<file path="src/rtl/draw_pkg.sv">
// Shared constants and helpers for the board-drawing overlays.
package draw_pkg;

  typedef logic [11:0] rgb_t;

  // 12-bit RGB444 colours
  localparam rgb_t BLUE   = 12'h00f;
  localparam rgb_t YELLOW = 12'hff0;
  localparam rgb_t RED    = 12'hf00;
  localparam rgb_t WHITE  = 12'hfff;

  // Default geometry: a 3x3 board filling a 1024x768 screen
  localparam int DEF_GRID_N = 3;
  localparam int DEF_CELL_W = 339;
  localparam int DEF_CELL_H = 252;

  // ceil(log2(n)) but never less than one bit
  function automatic int clog2_min1(input int n);
    return (n > 1) ? $clog2(n) : 1;
  endfunction

  // Bits needed to index every cell of a grid_n x grid_n board
  function automatic int cell_idx_w(input int grid_n);
    return clog2_min1(grid_n * grid_n);
  endfunction

endpackage

</file>
<file path="src/rtl/blink_gen.sv">
// Frame-based blink generator: counts vsync rising edges and toggles a
// phase bit every BLINK_FRAMES frames. Reusable by any overlay.
module blink_gen
  import draw_pkg::*;
#(
  parameter int BLINK_FRAMES = 30
) (
  input  logic pclk,
  input  logic rst_n,
  input  logic vsync,
  output logic blink_phase
);

  localparam int CNT_W = clog2_min1(BLINK_FRAMES);
  localparam logic [CNT_W-1:0] LAST = CNT_W'(BLINK_FRAMES - 1);

  logic             r_vsync_d;
  logic [CNT_W-1:0] r_frame_cnt;
  logic             r_phase;
  logic             w_vs_rise;

  assign w_vs_rise   = vsync & ~r_vsync_d;
  assign blink_phase = r_phase;

  // Count frames on vsync rising edges; wrap and flip phase at the last frame
  always_ff @(posedge pclk or negedge rst_n) begin
    if (!rst_n) begin
      r_vsync_d   <= 1'b0;
      r_frame_cnt <= '0;
      r_phase     <= 1'b0;
    end else begin
      r_vsync_d <= vsync;
      if (w_vs_rise) begin
        if (r_frame_cnt == LAST) begin
          r_frame_cnt <= '0;
          r_phase     <= ~r_phase;
        end else begin
          r_frame_cnt <= r_frame_cnt + 1'b1;
        end
      end
    end
  end

endmodule

</file>
<file path="src/rtl/draw_cell_grid.sv">
// Board overlay: paints owned cells, a blinking cursor frame and flashing
// winning cells over the upstream pixel stream. Two-cycle pipeline:
// stage 1 locates the pixel on the board, stage 2 picks the colour.
module draw_cell_grid
  import draw_pkg::*;
#(
  parameter int          GRID_N       = DEF_GRID_N,
  parameter int          H_ORIGIN     = 0,
  parameter int          V_ORIGIN     = 0,
  parameter int          CELL_W       = DEF_CELL_W,
  parameter int          CELL_H       = DEF_CELL_H,
  parameter int          BORDER       = 4,
  parameter int          BLINK_FRAMES = 30,
  parameter logic [11:0] COLOR_P0     = BLUE,
  parameter logic [11:0] COLOR_P1     = YELLOW,
  parameter logic [11:0] COLOR_CUR    = RED,
  parameter logic [11:0] COLOR_WIN    = WHITE
) (
  input  logic                       pclk,
  input  logic                       rst_n,
  input  logic [10:0]                hcount_in,
  input  logic [10:0]                vcount_in,
  input  logic                       hsync_in,
  input  logic                       vsync_in,
  input  logic                       hblnk_in,
  input  logic                       vblnk_in,
  input  logic [11:0]                rgb_in,
  input  logic                       start_en,
  input  logic                       choice_en,
  input  logic [GRID_N*GRID_N-1:0]   cell_occ,
  input  logic [GRID_N*GRID_N-1:0]   cell_owner,
  input  logic [GRID_N*GRID_N-1:0]   win_mask,
  input  logic [3:0]                 cursor_idx,
  input  logic                       cursor_en,
  output logic [10:0]                hcount_out,
  output logic [10:0]                vcount_out,
  output logic                       hsync_out,
  output logic                       vsync_out,
  output logic                       hblnk_out,
  output logic                       vblnk_out,
  output logic [11:0]                rgb_out,
  output logic                       blink_phase
);

  localparam int IDX_W = cell_idx_w(GRID_N);

  // ---------------- stage 1: locate pixel on the board ----------------
  logic [1:0]  w_col, w_row;
  logic [10:0] w_col_org, w_row_org;
  logic        w_in_board;

  logic [1:0]  r1_col, r1_row;
  logic [10:0] r1_dx, r1_dy;
  logic        r1_in_board;
  logic [10:0] r1_hcount, r1_vcount;
  logic        r1_hsync, r1_vsync, r1_hblnk, r1_vblnk;
  logic [11:0] r1_rgb;
  logic        r1_start, r1_choice;

  // Column = last cell whose left edge is at or before hcount (compare chain, no divide)
  always_comb begin
    w_col     = '0;
    w_col_org = 11'(H_ORIGIN);
    for (int k = 1; k < GRID_N; k++) begin
      if (int'(hcount_in) >= H_ORIGIN + k * CELL_W) begin
        w_col     = 2'(k);
        w_col_org = 11'(H_ORIGIN + k * CELL_W);
      end
    end
  end

  // Row = last cell whose top edge is at or before vcount
  always_comb begin
    w_row     = '0;
    w_row_org = 11'(V_ORIGIN);
    for (int k = 1; k < GRID_N; k++) begin
      if (int'(vcount_in) >= V_ORIGIN + k * CELL_H) begin
        w_row     = 2'(k);
        w_row_org = 11'(V_ORIGIN + k * CELL_H);
      end
    end
  end

  assign w_in_board = (int'(hcount_in) >= H_ORIGIN) &&
                      (int'(hcount_in) <  H_ORIGIN + GRID_N * CELL_W) &&
                      (int'(vcount_in) >= V_ORIGIN) &&
                      (int'(vcount_in) <  V_ORIGIN + GRID_N * CELL_H);

  // Register cell position, intra-cell offsets, timing and control
  always_ff @(posedge pclk or negedge rst_n) begin
    if (!rst_n) begin
      r1_col      <= '0;
      r1_row      <= '0;
      r1_dx       <= '0;
      r1_dy       <= '0;
      r1_in_board <= 1'b0;
      r1_hcount   <= '0;
      r1_vcount   <= '0;
      r1_hsync    <= 1'b0;
      r1_vsync    <= 1'b0;
      r1_hblnk    <= 1'b0;
      r1_vblnk    <= 1'b0;
      r1_rgb      <= '0;
      r1_start    <= 1'b0;
      r1_choice   <= 1'b0;
    end else begin
      r1_col      <= w_col;
      r1_row      <= w_row;
      r1_dx       <= hcount_in - w_col_org;
      r1_dy       <= vcount_in - w_row_org;
      r1_in_board <= w_in_board;
      r1_hcount   <= hcount_in;
      r1_vcount   <= vcount_in;
      r1_hsync    <= hsync_in;
      r1_vsync    <= vsync_in;
      r1_hblnk    <= hblnk_in;
      r1_vblnk    <= vblnk_in;
      r1_rgb      <= rgb_in;
      r1_start    <= start_en;
      r1_choice   <= choice_en;
    end
  end

  // ---------------- blink phase from the registered vsync ----------------
  logic w_phase;

  blink_gen #(
    .BLINK_FRAMES(BLINK_FRAMES)
  ) u_blink (
    .pclk       (pclk),
    .rst_n      (rst_n),
    .vsync      (r1_vsync),
    .blink_phase(w_phase)
  );

  assign blink_phase = w_phase;

  // ---------------- stage 2: colour selection ----------------
  logic [IDX_W-1:0] w_idx;
  logic             w_active, w_on_frame, w_is_cursor;
  logic [11:0]      w_rgb;

  // Cell index never reaches GRID_N*GRID_N, so an out-of-range cursor_idx never matches
  assign w_idx       = IDX_W'(int'(r1_row) * GRID_N + int'(r1_col));
  assign w_active    = r1_start && !r1_choice && !r1_hblnk && !r1_vblnk && r1_in_board;
  assign w_on_frame  = (r1_dx < 11'(BORDER)) || (r1_dx >= 11'(CELL_W - BORDER)) ||
                       (r1_dy < 11'(BORDER)) || (r1_dy >= 11'(CELL_H - BORDER));
  assign w_is_cursor = cursor_en && (int'(cursor_idx) == int'(w_idx)) && w_phase && w_on_frame;

  // Priority: pass-through, cursor frame, owned/winning cell, pass-through
  always_comb begin
    w_rgb = r1_rgb;
    if (w_active) begin
      if (w_is_cursor) begin
        w_rgb = COLOR_CUR;
      end else if (cell_occ[w_idx]) begin
        if (win_mask[w_idx] && w_phase) w_rgb = COLOR_WIN;
        else if (cell_owner[w_idx])     w_rgb = COLOR_P1;
        else                            w_rgb = COLOR_P0;
      end
    end
  end

  // Output registers: composited colour plus timing delayed a second cycle
  always_ff @(posedge pclk or negedge rst_n) begin
    if (!rst_n) begin
      hcount_out <= '0;
      vcount_out <= '0;
      hsync_out  <= 1'b0;
      vsync_out  <= 1'b0;
      hblnk_out  <= 1'b0;
      vblnk_out  <= 1'b0;
      rgb_out    <= '0;
    end else begin
      hcount_out <= r1_hcount;
      vcount_out <= r1_vcount;
      hsync_out  <= r1_hsync;
      vsync_out  <= r1_vsync;
      hblnk_out  <= r1_hblnk;
      vblnk_out  <= r1_vblnk;
      rgb_out    <= w_rgb;
    end
  end

endmodule

</file>
<file path="config.mk">
export PLATFORM = sky130hd
export DESIGN_NAME = draw_cell_grid
export DESIGN_NICKNAME = d
export VERILOG_FILES = /design/src/rtl/draw_pkg.sv /design/src/rtl/blink_gen.sv /design/src/rtl/draw_cell_grid.sv
export SDC_FILE = /design/constraint.sdc
export NUM_CORES = 1
export LEC_CHECK = 0
export BUFFER_PORTS_ARGS = -buffer_cell sky130_fd_sc_hd__buf_2
export CORE_UTILIZATION = 59
export CTS_BUF_LIST = sky130_fd_sc_hd__clkbuf_2
export DETAILED_ROUTE_END_ITERATION = 16
export PLACE_DENSITY = 0.95
export SLEW_MARGIN = 10
export SYNTH_ARGS = -nofsm -noshare
export SYNTH_HDL_FRONTEND = slang
export SYNTH_HIERARCHICAL = 1
export SYNTH_SLANG_ARGS = --single-unit
</file>
<file path="constraint.sdc">
create_clock -name pclk -period 5.3 [get_ports pclk]
set_input_delay 0.265 -clock pclk [delete_from_list [all_inputs] [get_ports pclk]]
set_output_delay 0.265 -clock pclk [all_outputs]
set_load 0.03 [all_outputs]
</file>
==> results of run 1 <==
==> cells in the mapped netlist, types with 6 or more instances <==
library cell and n:
sky130_fd_sc_hd__dfrtp_1 110, sky130_fd_sc_hd__nor3_1 8, sky130_fd_sc_hd__nor2b_1 6, sky130_fd_sc_hd__mux4_2 6
sky130_fd_sc_hd__a21o_1 13, sky130_fd_sc_hd__o21ai_0 6, sky130_fd_sc_hd__ha_1 20, sky130_fd_sc_hd__inv_1 22
sky130_fd_sc_hd__nand2_1 14, sky130_fd_sc_hd__xnor2_1 13, sky130_fd_sc_hd__nor2_1 14, sky130_fd_sc_hd__nand2b_1 6
sky130_fd_sc_hd__a21oi_1 13
==> final cells by class <==
type | count | share of cell area
repair buffers | 155 | 0.177
clock inverters | 7 | 0.0101
multi-input cells | 194 | 0.276
clock buffers | 9 | 0.00805
well taps | 99 | 0.0221
flip-flops and latches | 110 | 0.492
inverters | 23 | 0.0154
==> per-stage QoR <==
| stage | setup WS [ps] | util |
|---|---|---|
| after floorplan | 2240 | - |
| after global placement | 2200 | 0.701 |
| after detailed placement | 2070 | 0.701 |
| after CTS | 2110 | 0.771 |
| after global routing | 1750 | 0.771 |
| final | 1950 | 0.771 |
==> report_power, final <==
| group | switching, uW | leakage, uW | internal (uW) |
|---|---|---|---|
| registers | 49.3 | 0.00129 | 916 |
| clock network | 271 | 0.0000654 | 70.2 |
| logic | 199 | 0.00139 | 156 |
| total | 519 | 0.00275 | 1140 |
==> flip-flops by register name, summed over array words and instances (netlist names), 5 cells and up <==
name                 cells
hcount_out              11
rgb_out                 12
vcount_out              11
r1_dy                    9
r1_hcount               11
r1_vcount               11
r1_rgb                  12
u_blink/r_frame_cnt      5
r1_dx                   11
==> logic make-up (layout without fill, tap and decap cells) <==
kind of cell,count (synthesis),after routing
DFF,110,110
and+or+nand+nor,77,77
AOI/OAI and AO/OA,70,70
buffers and inverters,27,194
adders and majority gates,24,24
xor gates and xnor gates,16,16
muxes,7,7
==> layer usage <==
metal	track usage	part of all wire
met1	0.325	0.37
met2	0.513	0.54
met5	0	0
met4	0.119	0.030
met3	0.0634	0.064
==> worst max path at each step <==
stage,startpoint,to,slack [ps],cells past startpoint
2_1_floorplan,vcount_in[6],r1_dy[10],2240,12
3_3_place_gp,hcount_in[2],r1_dx[10],2200,15
3_5_place_dp,hcount_in[2],r1_dx[10],2070,15
4_1_cts,hcount_in[2],r1_dx[10],2110,16
5_1_grt,hcount_in[1],r1_dx[10],1750,17
6_report,hcount_in[2],r1_dx[10],1950,16
==> summary by stage, run 1 <==
Status
The flow ran to the end, and the final reports show no timing, DRC or antenna violations.

Synth
After synthesis, the cell types taking the most area are sky130_fd_sc_hd__dfrtp_1, sky130_fd_sc_hd__ha_1, sky130_fd_sc_hd__mux4_2. Counting distinct cell types in the post-synthesis netlist gives 58. Of the total synthesized cell area, the portion taken by full adders, half adders and majority gates is 0.0749.

The area fraction in compound gates after synthesis is 0.113. Synthesis produced between 300 and 400 cells. In this run, synthesis inferred 0 flip-flops with an integrated enable. The area of the mapped netlist is 0.00441 sq mm. For this run, the register share of the synthesized area comes to 0.624. The post-synthesis register bit count is between 100 and 150. A synthesized cell averages 13.3 sq um.

Yosys printed 6 warnings. The proportion of register bits with asynchronous set or reset after synthesis is 1.00. The multiplexer fraction of the synthesized cell area is 0.0329. The combinational family with the most area after synthesis is compound AO/OA/AOI/OAI gates.

The most used flip-flop cell after synthesis is sky130_fd_sc_hd__dfrtp_1. Of the post-synthesis cell area, the dominant cell type holds 0.624. The number of nets in the synthesized netlist is around 430.

sky130_fd_sc_hd__dfrtp_1 takes more of the synthesized area than any other cell. Of the total synthesized cell area, the portion taken by AND, OR, NAND and NOR gates is 0.0972. The xor/xnor cell area share of the yosys netlist is 0.0318.

Cells and area
The area of the multi-input gates is 0.00154 sq mm. In the layout the commonest cells are sky130_fd_sc_hd__buf_2, sky130_fd_sc_hd__dfrtp_1, sky130_fd_sc_hd__dlygate4sd3_1. For this run, the number of standard cells in the final layout without fillers is just under 600. The total of fill cells in the finished design is 406.

The layout overhead on the synthesized area is 26.8%. The number of antenna diodes in the final layout is 0. The finished cells cover 0.00559 sq mm. The library cell used most frequently in the layout, excluding fill and tap cells, is sky130_fd_sc_hd__buf_2.

The net total in the final layout is 591. The sequential cells in the finished layout cover a total of 0.00275 sq mm. In the final layout, the share of cells above drive strength 1 is 0.297.

Critical path
The worst-case register-to-register setup slack is 2310 ps. On the worst path, the slowest cell contributes a delay of around 560 ps. The critical path goes through dlygate4sd3_1, buf_2, a211o_1, a21o_1, a21o_1, nand2_1, nand2_1, nor2_1, ha_1, fa_1, nor2b_1, o31ai_2, a21oi_1, or3_1, a2111oi_0, and3b_1.

The kind of cell with the highest combined delay along the critical path is compound AO/OA/AOI/OAI gates. The slowest stage cell on the critical path is sky130_fd_sc_hd__dlygate4sd3_1. At the worst endpoint, the required time is around 5800 ps.

For the worst setup path, the data arrival time is 3800 ps. In this run the worst path has a maximum fanout of 5. The number of buffers and inverters on the critical path is 2. The startpoint type of the worst setup path is a primary input. The worst flop-to-flop path startpoint is r1_col[1]. The worst-case reg-to-reg path depth is 9. The worst register-to-register path ends at rgb_out[9]. STA classifies the critical path endpoint as a flop. The critical path in this run is classified as in -> reg.

Clock tree
The total clock buffers created by CTS is 9. The library cell used as clock root buffer is sky130_fd_sc_hd__clkbuf_2. The clock reaches the later pin of the worst-skew pair after approximately 570 ps. In this run the post-CTS setup repair buffer count came out at 0.

After clock tree synthesis, the clock-pin slew on the worst setup and hold paths is 280 ps. The maximum clock insertion buffer count is 2. The number of hold buffers added after cts is 41. The H-tree was split into 3 levels. The number of cells upsized or downsized after cts is 0. The CTS tree is done. Counting every sink on the clock net gives 110.

Global route
The largest net degree at the start of global routing is 64. Across every metal layer, demand over resource in global routing totals 0.284. The remaining global-route overflow is 0. The number of global-route vias before repair is around 3300. The initial antenna violation count is 0.

The first global-routing pass estimated 16.1 mm of wire.

Drt
The final layout contains routed wiring with a total length of 10.5 mm. The number of iterations in the first detailed-routing pass is 4. After detailed routing, the number of vias per cell comes to 5.57. In this run, the number of DRC markers left after iteration 0 of detailed routing was 186. The detailed-route via count is 3324. The detailed-route wire length per cell is 17.7 microns. After detailed routing, the number of remaining DRC violations is 0. The count of nets left with antenna violations after detail routing is 0.

Timing
The number of failing hold endpoints at the final stage came to 0. After layout, the minimum clock period comes to 3350 ps. In this run the tightest slew margin relative to its limit is 0.496.

The tightest hold path in the finished design has a slack of 217 ps. The total count of max-transition violations in the final report came to 0. The post-route clock skew is 47.7 ps. The slew at the pin with the worst max-slew slack is about 760 ps. Setup violations remaining at the end of the flow were counted as 0. Timing would allow up to around 300 MHz. Setup total negative slack on the finished layout was measured at 0 ps. The post-route fraction of the period consumed by the critical path is 0.632.

Setup repair after global routing left no endpoint under its margin.

Placed design
Counting tap cells, the placed design contains a total of 540 instances. The instance area after placement is between 0.005 and 0.006 sq mm. The final weighted congestion in routability-driven placement is 0.879. The HPWL after detailed placement is 7.25 mm. Buffers placed on the I/O ports in this run total 112.

Power and ir drop
The overall power is 1660 uW. In this run the static leakage power is 0.00275 uW. VDD sags by at most roughly 0.13 mV. The power density over cell area is around 300 mW/mm^2.

Die
The core region area is a little over 0.007 sq mm. The height of the die is 88.5 microns. The number of top-level pins is 113. The width of the chip is 88.5 microns. The cell row count is 31. The initial standard-cell utilization of the core is 0.608. The total die area is 0.00783 sq mm.

Job
The max-cap violation count is 0.

Worst hold path
The class of the tightest hold or removal check is in -> async.
Power figures use the tool's default switching activity.
==> inputs of run 2 (changes only) <==
--- a/config.mk
+++ b/config.mk
@@ -6,10 +6,10 @@
 export NUM_CORES = 1
 export LEC_CHECK = 0
 export BUFFER_PORTS_ARGS = -buffer_cell sky130_fd_sc_hd__buf_2
-export CORE_UTILIZATION = 59
+export CORE_UTILIZATION = 49
 export CTS_BUF_LIST = sky130_fd_sc_hd__clkbuf_2
 export DETAILED_ROUTE_END_ITERATION = 16
-export PLACE_DENSITY = 0.95
+export PLACE_DENSITY = 0.86
 export SLEW_MARGIN = 10
 export SYNTH_ARGS = -nofsm -noshare
 export SYNTH_HDL_FRONTEND = slang
==> constraint.sdc (replaced) <==
create_clock -name pclk -period 3.03 [get_ports pclk]
set_input_delay 0.1515 -clock pclk [delete_from_list [all_inputs] [get_ports pclk]]
set_output_delay 0.1515 -clock pclk [all_outputs]
set_load 0.03 [all_outputs]
==> run 2 against run 1 <==
Effect of this change: critical path depth is the same; largest cell class unchanged; clock power increased by 77%; largest power group unchanged; combinational power increased by 74%; flip-flop and latch count did not move; worst setup slack worse by 1800 ps; sequential share of layout area decreased by 1.1 points.
==> summary by stage, run 2 (same netlist as run 1, synthesis figures left out) <==
Status
Status: finished clean (unchanged).

Drt
The detailed-routed wire length on met2 came to 4.89 mm (was 5.66 mm). The detailed-route via count came to 3159 (was 3324). The via-per-instance ratio was 5.14 (was 5.57). The total DRC errors in the routed layout was 0 (unchanged). The number of iterations in the first detailed-routing pass came to 4 (unchanged). The final routed wirelength across all metal layers is 9.24 mm (was 10.5 mm). The uppermost signal routing layer after detailed routing was met4 (unchanged).

The amount of wire on met3 after detailed routing came to 450 microns (was 670 microns). The count of nets left with antenna violations after detail routing is 0 (unchanged). The detailed-route wire length per cell came to 15.0 microns (was 17.7 microns). The length of routed wiring on met1 is 3.70 mm (was 3.90 mm). The DRC marker count from the first detailed-route iteration is 90 (was 186).

Critical path
The worst-case reg-to-reg path depth is 9 (unchanged). The delay of the slowest cell on the worst path is 530 ps (was 560 ps). The required time at the endpoint of the critical path was 3510 ps (was 5760 ps).

The category of the most critical setup path is in -> reg (unchanged). The startpoint type of the worst setup path is a primary input (unchanged). The slowest stage cell on the critical path is sky130_fd_sc_hd__dlygate4sd3_1 (unchanged). The arrival time reported for the critical path endpoint was 3390 ps (was 3800 ps). The kind of capture point of the worst setup path is a flop (unchanged). Ordered list of cells on the worst path: dlygate4sd3_1, buf_2, a211o_1, a21o_1, a21o_1, nand2_1, nand2_1, nor2_2, ha_2, fa_2, nor2b_1, o31ai_2, a21oi_1, or3_4, a2111oi_2, and3b_1 (was dlygate4sd3_1, buf_2, a211o_1, a21o_1, a21o_1, nand2_1, nand2_1, nor2_1, ha_1, fa_1, nor2b_1, o31ai_2, a21oi_1, or3_1, a2111oi_0, and3b_1).

The critical-path maximum fanout is 3 (was 5).

Global route
The number of global-route vias before repair is 3304 (was 3320). The global-route total usage across every layer came to 0.208 (was 0.284). The largest net degree at the start of global routing is 92 (was 64).

The initial antenna violation count is 0 (unchanged). The remaining global-route overflow is 0 (unchanged). The global-route wire length before repair is 15.4 mm (was 16.1 mm).

Cells and area
The total inserted antenna cells is 0 (unchanged). Commonest cells after routing, fill and taps aside: sky130_fd_sc_hd__buf_2, sky130_fd_sc_hd__dfrtp_1, sky130_fd_sc_hd__dlygate4sd3_1 (unchanged). The layout overhead on the synthesized area was 29.7% (was 26.8%). The most common cell after layout, fill and taps aside is sky130_fd_sc_hd__buf_2 (unchanged). The net total in the final layout was 600 (was 591). The share of layout cells above drive strength 1 was 0.329 (was 0.297). The final instance count without filler cells is 615 (was 597). Largest regs: r1_rgb (12), rgb_out (12) (unchanged).

The end-of-flow core utilization came to 0.657 (was 0.771).

Clock tree
The CTS tree is done (unchanged). The total clock buffers created by CTS was 9 (unchanged). The H-tree depth is 3 (unchanged). The clock latency on the worst-skew pair is 560 ps (was 570 ps).

The TritonCTS sink count came to 110 (unchanged). The maximum clock insertion buffer count came to 2 (unchanged). The clock transition time at the flip-flop clock pins of the worst setup and hold paths is 290 ps (was 280 ps).

The library cell used as clock root buffer is sky130_fd_sc_hd__clkbuf_2 (unchanged).

Placed design
The number of I/O port buffers is 112 (unchanged). The cell total after placement is 554 (was 540). The HPWL after detailed placement came to 6.69 mm (was 7.25 mm). The final weighted congestion in routability-driven placement came to 0.827 (was 0.879).

Power and ir drop
The sequential share of power is 0.580 (was 0.581). The cell-internal power is 2020 uW (was 1140 uW). The share of total power consumed by net switching is 0.305 (was 0.313). The switching component of the power is 887 uW (was 519 uW). The relative contribution of the clock network to total power was 0.208 (was 0.205).

The power density over cell area came to 507 mW/mm^2 (was 297 mW/mm^2). The power share of the combinational group is 0.212 (was 0.214). The maximum VDD drop is 0.200 mV (was 0.133 mV). The static leakage power was 0.00280 uW (was 0.00275 uW). The overall power was 2900 uW (was 1660 uW).

Timing
The setup TNS is 0 ps (unchanged). Dividing the final minimum period by the clock period gives 0.958. The post-route clock skew came to 25.6 ps (was 47.7 ps). The number of failing hold endpoints at the final stage is 0 (unchanged). The relative slew slack is 0.497 (was 0.496).

The count of endpoints failing setup in the final report is 0 (unchanged). The maximum clock rate is 344 MHz. The total count of max-transition violations in the final report is 0 (unchanged). The slew at the pin with the worst max-slew slack was 735 ps (was 756 ps). The clock period minus final worst setup slack is 2900 ps. Setup repair after global routing missed its margin: false (unchanged).

Die
The height of the die is 96.9 microns (was 88.5 microns). The cell row count is 34 (was 31). The initial standard-cell utilization of the core is 0.506 (was 0.608).

The width of the chip came to 96.9 microns (was 88.5 microns). The number of top-level pins is 113 (unchanged). The core region area is 0.00872 sq mm (was 0.00725 sq mm). The total die area is 0.00939 sq mm (was 0.00783 sq mm).

Worst hold path
The number of instances on the worst hold path is 5. The class of the tightest hold or removal check is in -> reg (was in -> async).

Job
The max-cap violation count is 0 (unchanged).
==> run 2: cell types whose count changed in the layout (fill, tap and decap cells not counted), sizes merged <==
| cell | before | now |
|---|---|---|
| clkbuf | 9 | 10 |
| buf | 114 | 122 |
| inv | 25 | 26 |
| clkinv | 5 | 3 |
| dlygate4sd3 | 41 | 42 |
==> run 2: path summary, 6_finish.rpt <==
kind | start | to | slack [ps]
setup / recovery | hcount_in[2] | r1_dx[10] | 130
hold / removal | cell_owner[8] | rgb_out[3] | 140
setup reg to reg | r1_col[1] | rgb_out[8] | 160
hold reg to reg | r1_vcount[2] | vcount_out[2] | 360
max in group asynchronous | rst_n | r1_vcount[7] | 1600
min in group asynchronous | rst_n | hcount_out[4] | 510
==> run 2: critical path: cells and delay by family <==
kind	cells	cell delay [ps]
AOI/OAI and AO/OA	6	1230
and+or+nand+nor	6	900
buffers and inverters	2	660
adders and majority gates	2	420
==> run 2: final cells by class <==
cell class	count	area (sq um)
Fill cell	589	3000
Tap cell	108	135
Multi-Input combinational cell	194	1570
Inverter	23	86.3
Clock buffer	10	50.0
Timing Repair Buffer	164	1080
Sequential cell	110	2750
Clock inverter	6	51.3
==> run 2: per-layer routing <==
| metal | vias to the layer above | track usage |
|---|---|---|
| met1 | 1546 | 0.237 |
| met4 | 0 | 0.0838 |
| met2 | 94 | 0.378 |
| met5 | - | 0 |
| met3 | 16 | 0.0441 |
| li1 | 1503 | - |
==> run 2: power groups by stage <==
stage / sequential [uW] / combinational (uW) / clock (uW)
floorplan: 1750 / 316 / 0
global placement: 1700 / 539 / 0
detailed placement: 1710 / 557 / 0
CTS: 1680 / 601 / 626
global route: 1700 / 676 / 688
finish: 1680 / 617 / 604
==> run 2: timing repair <==
action,4_1_cts,5_1_grt
setup endpoints to repair,0,10
setup buffers,0,2
endpoints found under the hold margin,148,21
gates resized for setup,0,10
hold buffers,41,1
==> run 2: stage by stage <==
| step | setup slack (ps) | hold slack [ps] | cell area, sq um |
|---|---|---|---|
| after detailed placement | 3.44 | 261 | 5130 |
| after global routing | 12.4 | 83.6 | 5730 |
| after floorplan | 81.2 | -144 | 4410 |
| after CTS | 84.6 | 89.6 | 5640 |
| final | 127 | 139 | 5730 |
| after global placement | 87.9 | 260 | 5130 |
